`src/rtl/vip_stream_buffer.sv`:
```
// Multi-channel valid/ready stream buffer: per-channel FIFO with a push-time word transform.
// Optional per-channel refused-input counters are enabled by defining VIP_STREAM_BUFFER_DROP_CNT_EN.
module vip_stream_buffer #(
    parameter int NUM_CH = 2,
    parameter int DATA_W = 8,
    parameter int DEPTH  = 4,
    parameter int CNT_W  = 16
) (
    input  logic                               clk,
    input  logic                               rst_n,
    input  logic [NUM_CH-1:0]                  valid_i,
    output logic [NUM_CH-1:0]                  ready_o,
    input  logic [NUM_CH*DATA_W-1:0]           data_i,
    input  logic [2*NUM_CH-1:0]                mode_i,
    output logic [NUM_CH-1:0]                  out_valid_o,
    input  logic [NUM_CH-1:0]                  out_ready_i,
    output logic [NUM_CH*DATA_W-1:0]           data_o,
    output logic [NUM_CH*($clog2(DEPTH)+1)-1:0] level_o,
    output logic [NUM_CH*CNT_W-1:0]            drop_cnt_o
);

    localparam int AW = $clog2(DEPTH);
    localparam int LW = AW + 1;
    localparam logic [LW-1:0] FULL_LEVEL = LW'(DEPTH);

    // Handshake: a word moves on a rising edge only when valid and ready are both high
    // on that edge; ready never depends on valid, and a full FIFO refuses even while popping.
    for (genvar k = 0; k < NUM_CH; k++) begin : g_ch
        logic [DATA_W-1:0] mem [DEPTH];
        logic [AW-1:0]     wr_ptr;
        logic [AW-1:0]     rd_ptr;
        logic [LW-1:0]     level;
        logic [DATA_W-1:0] din;
        logic [DATA_W-1:0] xform;
        logic [1:0]        mode;
        logic              push;
        logic              pop;

        assign din  = data_i[k*DATA_W +: DATA_W];
        assign mode = mode_i[2*k +: 2];

        always_comb begin
            xform = din;
            case (mode)
                2'b01:   xform = din + 1'b1;
                2'b10:   xform = ~din;
                2'b11: begin
                    for (int i = 0; i < DATA_W; i++) xform[i] = din[DATA_W-1-i];
                end
                default: xform = din;
            endcase
        end

        assign ready_o[k]     = (level != FULL_LEVEL);
        assign out_valid_o[k] = (level != '0);
        assign push           = valid_i[k] && ready_o[k];
        assign pop            = out_valid_o[k] && out_ready_i[k];

        // Storage needs no reset: the head is masked to zero whenever the channel is empty.
        always_ff @(posedge clk) begin
            if (push) mem[wr_ptr] <= xform;
        end

        always_ff @(posedge clk or negedge rst_n) begin
            if (!rst_n) begin
                wr_ptr <= '0;
                rd_ptr <= '0;
                level  <= '0;
            end else begin
                if (push) wr_ptr <= wr_ptr + 1'b1;
                if (pop)  rd_ptr <= rd_ptr + 1'b1;
                case ({push, pop})
                    2'b10:   level <= level + 1'b1;
                    2'b01:   level <= level - 1'b1;
                    default: level <= level;
                endcase
            end
        end

        assign data_o[k*DATA_W +: DATA_W] = out_valid_o[k] ? mem[rd_ptr] : '0;
        assign level_o[k*LW +: LW]        = level;

`ifdef VIP_STREAM_BUFFER_DROP_CNT_EN
        logic [CNT_W-1:0] drop_cnt;

        always_ff @(posedge clk or negedge rst_n) begin
            if (!rst_n) begin
                drop_cnt <= '0;
            end else if (valid_i[k] && !ready_o[k] && (drop_cnt != '1)) begin
                drop_cnt <= drop_cnt + 1'b1;
            end
        end

        assign drop_cnt_o[k*CNT_W +: CNT_W] = drop_cnt;
`else
        assign drop_cnt_o[k*CNT_W +: CNT_W] = '0;
`endif
    end

endmodule

```
`config.mk`:
```
export PLATFORM = sky130hd
export DESIGN_NAME = vip_stream_buffer
export DESIGN_NICKNAME = d
export VERILOG_FILES = /design/src/rtl/vip_stream_buffer.sv
export SDC_FILE = /design/constraint.sdc
export NUM_CORES = 1
export LEC_CHECK = 0
export CAP_MARGIN = 10
export CORE_MARGIN = 4
export CORE_UTILIZATION = 35
export DETAILED_ROUTE_END_ITERATION = 12
export PLACE_DENSITY = 0.61
export SETUP_SLACK_MARGIN = 0.2
export SYNTH_ARGS = -nofsm -noshare
export SYNTH_HDL_FRONTEND = slang
export SYNTH_SLANG_ARGS = --single-unit
export TNS_END_PERCENT = 20
```
`constraint.sdc`:
```
create_clock -name clk -period 4.8 [get_ports clk]
set_input_delay 0.48 -clock clk [delete_from_list [all_inputs] [get_ports clk]]
set_output_delay 0.48 -clock clk [all_outputs]
set_load 0.05 [all_outputs]
```
==> results of run 1 <==
## state kept, by name, indices dropped and copies added (netlist names)
register,cells
g_ch.wr_ptr,4
g_ch.level,6
g_ch.mem,64
g_ch.rd_ptr,4
## metrics by stage
stage | setup WS, ns | power [mW] | utilization, % | hold slack [ns] | cells
after detailed placement | 2.098 | 2.661 | 40.54 | 0.4904 | 497
after floorplan | 2.313 | 2.219 | - | 0.1844 | 351
after global routing | 1.607 | 3.479 | 43.12 | 0.5275 | 513
after global placement | 2.108 | 2.639 | 40.54 | 0.4841 | 497
final | 1.787 | 3.296 | 43.12 | 0.5003 | 513
after CTS | 1.740 | 3.348 | 43.12 | 0.5032 | 513
## final timing paths
kind,startpoint,end,cells after the start
worst max-delay path,g_ch[1].rd_ptr[0]$_DFFE_PN0P_,data_o[13],3
worst min-delay path,g_ch[1].level[2]$_DFFE_PN0P_,g_ch[1].level[2]$_DFFE_PN0P_,1
worst max register to register,g_ch[0].level[0]$_DFFE_PN0P_,g_ch[0].level[2]$_DFFE_PN0P_,9
worst min register to register,g_ch[1].level[2]$_DFFE_PN0P_,g_ch[1].level[2]$_DFFE_PN0P_,1
max in group asynchronous,rst_n,g_ch[0].rd_ptr[1]$_DFFE_PN0P_,1
min in group asynchronous,rst_n,g_ch[0].level[1]$_DFFE_PN0P_,1
## per-layer routing
metal / global-route usage, % / wire, um
met5: 0 / 0
met1: 13.77 / 3224
met2: 19.69 / 3919
met3: 3.075 / 413
met4: 3.956 / 93
## cell type report
type                       count  area (sq um)  area share [%]
clock buffer                  10         229.0           4.591
clock inverter                 6         70.07           1.405
multi-input combinational    210          1670           33.49
sequential                    78          2272           45.56
inverter                      15         56.30           1.129
tap                          143         178.9           3.588
timing repair buffer          51         510.5           10.24
## power by group
| group | total [mW] | internal, mW | switching (mW) |
|---|---|---|---|
| logic | 1.55 | 0.610 | 0.936 |
| clock network | 0.673 | 0.406 | 0.267 |
| registers | 1.08 | 0.931 | 0.146 |
| total | 3.30 | 1.95 | 1.35 |
## logic make-up after synthesis
kind of cell | after synthesis | synth area share [%]
AO/OA/AOI/OAI | 38 | 5.842
adder cells (fa/ha/maj) | 14 | 4.530
flip-flops | 78 | 54.13
buffers and inverters | 63 | 8.852
AND/OR/NAND/NOR | 81 | 11.48
other | 1 | 0.08933
XOR/XNOR | 22 | 4.590
multiplexers | 23 | 10.49
## Yosys cell counts, drive strengths merged (2+ instances only)
cell type  count
a211oi         4
a21oi         14
a311oi         2
a31oi          2
and2          20
and3          11
buf           42
clkbuf         6
dfrtp         14
edfxtp        64
fa             2
ha            12
inv           15
mux2           2
mux2i          5
mux4          16
nand2          3
nand2b         5
nand3          5
nand3b         2
nand4          5
nor2          14
nor2b          6
nor3           2
o21ai          5
o22ai          2
or3            5
or3b           2
xnor2          7
xor2          15
==> flow_metrics.env, run 1 <==
export IMPL_grt_ovfl_total=0
export IMPL_remaining_drc_errors=0
export IMPL_grt_pass1_vias=2456
export IMPL_io_pins=84
export IMPL_cts_made_buffers=9
export IMPL_synth_main_ff_cell="edfxtp_1"
export IMPL_antenna_found_initial=0
export IMPL_cpMaxStageDelayCell="dfrtp_1"
export IMPL_maxCapViolCount=0
export IMPL_finalNetCount=405
export IMPL_ys_ff_latch=78
export IMPL_postPlaceCellArea_sq_um=4688
export IMPL_grt_max_degree=25
export IMPL_clkLatencyLatePin_ns=0.33
export IMPL_worst_pin_slew_ns=0.8918
export IMPL_design_area_sq_um=4987
export IMPL_synthCells=320
export IMPL_yosysTopAreaCellShare_pct=45.78
export IMPL_initial_core_util_pct=36.30
export IMPL_ant_nets=0
export IMPL_arrival_ns=2.53
export IMPL_firstDrtPassIters=4
export IMPL_synth_cell_types=45
export IMPL_tns_ns=0
export IMPL_die_y_um=117.5
export IMPL_cts_sinks=78
export IMPL_htreeDepth=3
export IMPL_leakage_nw=1.847
export IMPL_clk_path_buf_depth=2
export IMPL_diodes=0
export IMPL_syn_to_final_growth_pct=18.81
export IMPL_io_buffers=51
export IMPL_final_common_cell="edfxtp_1"
export IMPL_period_share_pct=62.78
export IMPL_fillers=1040
export IMPL_slowest_delay_ns=0.73
export IMPL_gp_congestion=0.8230
export IMPL_synth_area_top_cells="edfxtp_1 46%, mux4_2 8.6%, dfrtp_1 8.3%"
export IMPL_fin_worst_skew_ns=0.006781
export IMPL_cp_data_required_time_ns=4.32
export IMPL_vias=2497
export IMPL_drt_initial_drc_count=91
export IMPL_ctsHoldBuffers=0
export IMPL_p_per_area_nw_per_um2=660.8
export IMPL_yosys_warnings=0
export IMPL_grt_pass1_wl_um=12480
export IMPL_seq_area_frac_synth_pct=54.13
export IMPL_rrSetupSlack_ns=2.62
export IMPL_drv_slew=0
export IMPL_synth_area_per_cell_sq_um=13.12
export IMPL_dp_hpwl_um=5442
export IMPL_cts_tree="built"
export IMPL_die_area_sq_um=13810
export IMPL_vias_per_cell=4.867
export IMPL_crit_family="flip-flops"
export IMPL_synth_edf_count=64
export IMPL_async_flop_share_pct=17.95
export IMPL_drive_above_1_share_pct=11.62
export IMPL_rows=39
export IMPL_routedWlPerCell_um=14.91
export IMPL_wl_um=7651
export IMPL_clkTransAtPathRegs_ns=0.06
export IMPL_max_slew_margin_rel_pct=40.36
export IMPL_synth_top_area_cell="edfxtp_1"
export IMPL_most_common_layout_cells="64 x edfxtp_1, 51 x clkdlybuf4s50_1, 32 x conb_1, 18 x and2_1, 16 x mux4_2"
export IMPL_hold_viol_final=0
export IMPL_setup_viol=0
export IMPL_mappedNetlistArea_sq_um=4198
export IMPL_cp_end_kind="output port"
export IMPL_min_path_type="reg2reg"
export IMPL_cp_start_kind="flip-flop"
export IMPL_outcome="completed"
export IMPL_gr_usage_all_layers_pct=11.40
export IMPL_fmax_mhz=331.9
export IMPL_cts_resized=0
export IMPL_cts_root_buf="clkbuf_16"
export IMPL_path_cells="mux4_2 -> and2_1 -> clkdlybuf4s50_1"
export IMPL_critPathMaxFanout=10
export IMPL_cts_setup_buffers=0
export IMPL_crit_buf_inv=1
export IMPL_critical_path_class="reg2out"
export IMPL_layout_min_cycle_time_ns=3.013
export IMPL_die_w_um=117.5
export IMPL_rsz0062_at_grt="no"
export IMPL_core_area_sq_um=11560
export IMPL_peakVddDrop_v=0.0002069
No activity file was read; power rests on OpenSTA's default activity.
==> inputs of run 2 (changes only) <==
clock period = 2.9 ns   (was 4.8 ns; I/O delays follow)
==> run 2 against run 1 <==
Effect of this change: non-clock buffer count is 4 higher; core utilization increased by 0.29 points; via count about the same; setup slack got worse by 1.5 ns; clock power increased by 66%; count of clock-buffer cells in the layout is the same; final area grew 0.68%; largest cell class unchanged; largest power group unchanged.
==> flow_metrics.env, run 2 (same netlist as run 1, synthesis figures left out) <==
export IMPL_whs_ns=0.3784
export IMPL_diodes=0
export IMPL_routedWlPerCell_um=15.29
export IMPL_ant_nets=0
export IMPL_grt_pass1_vias=2430
export IMPL_firstDrtPassIters=4
export IMPL_max_slew_margin_rel_pct=53.31
export IMPL_io_pins=84
export IMPL_finalNetCount=409
export IMPL_grt_pass1_wl_um=12810
export IMPL_htreeDepth=3
export IMPL_min_path_type="in2async"
export IMPL_worst_r2r_path_depth=9
export IMPL_largest_register="g_ch.mem"
export IMPL_maxCapViolCount=0
export IMPL_cts_made_buffers=9
export IMPL_worst_pin_slew_ns=0.6982
export IMPL_layout_min_cycle_time_ns=2.581
export IMPL_syn_to_final_growth_pct=19.61
export IMPL_cts_tree="built"
export IMPL_setup_slack_ns=0.3187
export IMPL_rsz0062_at_grt="yes"
export IMPL_dp_cells=501
export IMPL_grt_ovfl_total=0
export IMPL_cp_start_kind="flip-flop"
export IMPL_gr_usage_all_layers_pct=11.82
export IMPL_grt_max_degree=25
export IMPL_io_buffers=51
export IMPL_leakage_nw=1.880
export IMPL_die_y_um=117.5
export IMPL_remaining_drc_errors=0
export IMPL_most_common_layout_cells="64 x edfxtp_1, 50 x clkdlybuf4s50_1, 32 x conb_1, 18 x and2_1, 16 x mux4_2"
export IMPL_timing_rr_start="g_ch[1].level[0]$_DFFE_PN0P_"
export IMPL_hold_viol_final=0
export IMPL_largest_reg_flops=64
export IMPL_place_ws_ns=0.6560
export IMPL_regArea_sq_um=2272
export IMPL_final_common_cell="edfxtp_1"
export IMPL_drt_initial_drc_count=128
export IMPL_cts_root_buf="clkbuf_16"
export IMPL_multiInputGateArea_sq_um=1670
export IMPL_critPathMaxFanout=10
export IMPL_ctsHoldBuffers=0
export IMPL_reg_largest_list="g_ch.mem: 64 flops, g_ch.level: 6 flops"
export IMPL_cp_data_required_time_ns=2.61
export IMPL_die_w_um=117.5
export IMPL_period_share_pct=89.01
export IMPL_drv_slew=0
export IMPL_fin_worst_skew_ns=0.006098
export IMPL_vias=2496
export IMPL_die_area_sq_um=13810
export IMPL_arrival_ns=2.29
export IMPL_setup_viol=0
export IMPL_power_mw=5.507
export IMPL_dp_hpwl_um=5664
export IMPL_vias_per_cell=4.828
export IMPL_postPlaceCellArea_sq_um=4718
export IMPL_p_per_area_nw_per_um2=1097
export IMPL_clkTransAtPathRegs_ns=0.06
export IMPL_clkLatencyLatePin_ns=0.34
export IMPL_fmax_mhz=387.4
export IMPL_drive_above_1_share_pct=12.57
export IMPL_initial_core_util_pct=36.30
export IMPL_antenna_found_initial=0
export IMPL_rrSetupSlack_ns=0.72
export IMPL_peakVddDrop_v=0.0004718
export IMPL_final_cells=517
export IMPL_wl_um=7906
export IMPL_clk_path_buf_depth=2
export IMPL_rows=39
export IMPL_core_area_sq_um=11560
export IMPL_tns_ns=0
export IMPL_gp_congestion=0.8147
export IMPL_fillers=1060
export IMPL_cts_sinks=78
export IMPL_design_area_sq_um=5021
export IMPL_cp_end_kind="output port"
export IMPL_r2r_end="g_ch[1].level[2]$_DFFE_PN0P_"
export IMPL_utilization_pct=43.42
export IMPL_outcome="completed"
export IMPL_critical_path_class="reg2out"
[run 2: cell count changes in the layout (fill, tap and decap cells not counted), sizes merged]
cell / previous run / this run
dlymetal6s2s: 0 / 1
clkinv: 0 / 2
clkinvlp: 3 / 2
buf: 0 / 4
inv: 17 / 16
clkdlybuf4s50: 51 / 50
[run 2: where the power goes]
group          switching, mW  internal, mW
clock network          0.448         0.672
logic                   1.64          1.03
registers              0.173          1.54
[run 2: how the worst max path moves through the flow]
stage,start,to,slack [ns]
2_1_floorplan,g_ch[0].level[2]$_DFFE_PN0P_,g_ch[0].level[2]$_DFFE_PN0P_,0.41
3_5_place_dp,g_ch[1].rd_ptr[0]$_DFFE_PN0P_,data_o[15],0.66
6_report,g_ch[1].rd_ptr[0]$_DFFE_PN0P_,data_o[14],0.32
4_1_cts,g_ch[1].rd_ptr[0]$_DFFE_PN0P_,data_o[15],0.27
5_1_grt,g_ch[1].rd_ptr[0]$_DFFE_PN0P_,data_o[13],0.18
3_3_place_gp,g_ch[1].rd_ptr[0]$_DFFE_PN0P_,data_o[13],0.66
[run 2: critical path: stages, from the launching register on]
cell and delay [ns]:
dfrtp_1 0.33, buf_4 0.22, mux4_2 0.51, and2_1 0.19, clkdlybuf4s50_1 0.70
[run 2: final cells by class]
type	instances	area share, %
inverter	15	1.121
clock inverter	6	1.420
multi-input combinational	210	33.27
tap	143	3.563
timing repair buffer	55	10.81
clock buffer	10	4.560
sequential	78	45.25
[run 2: routing by layer]
layer / share of wire [%] / global-route usage (%) / wire [um]
met5: 0 / 0 / 0
met4: 1.5 / 4.176 / 121
met3: 4.7 / 3.460 / 372
met2: 53 / 21.35 / 4184
met1: 41 / 13.26 / 3228
[run 2: timing repair]
action	in CTS	in global routing
setup endpoints to repair	0	2
gates resized for setup	0	1
buffers inserted	0	0
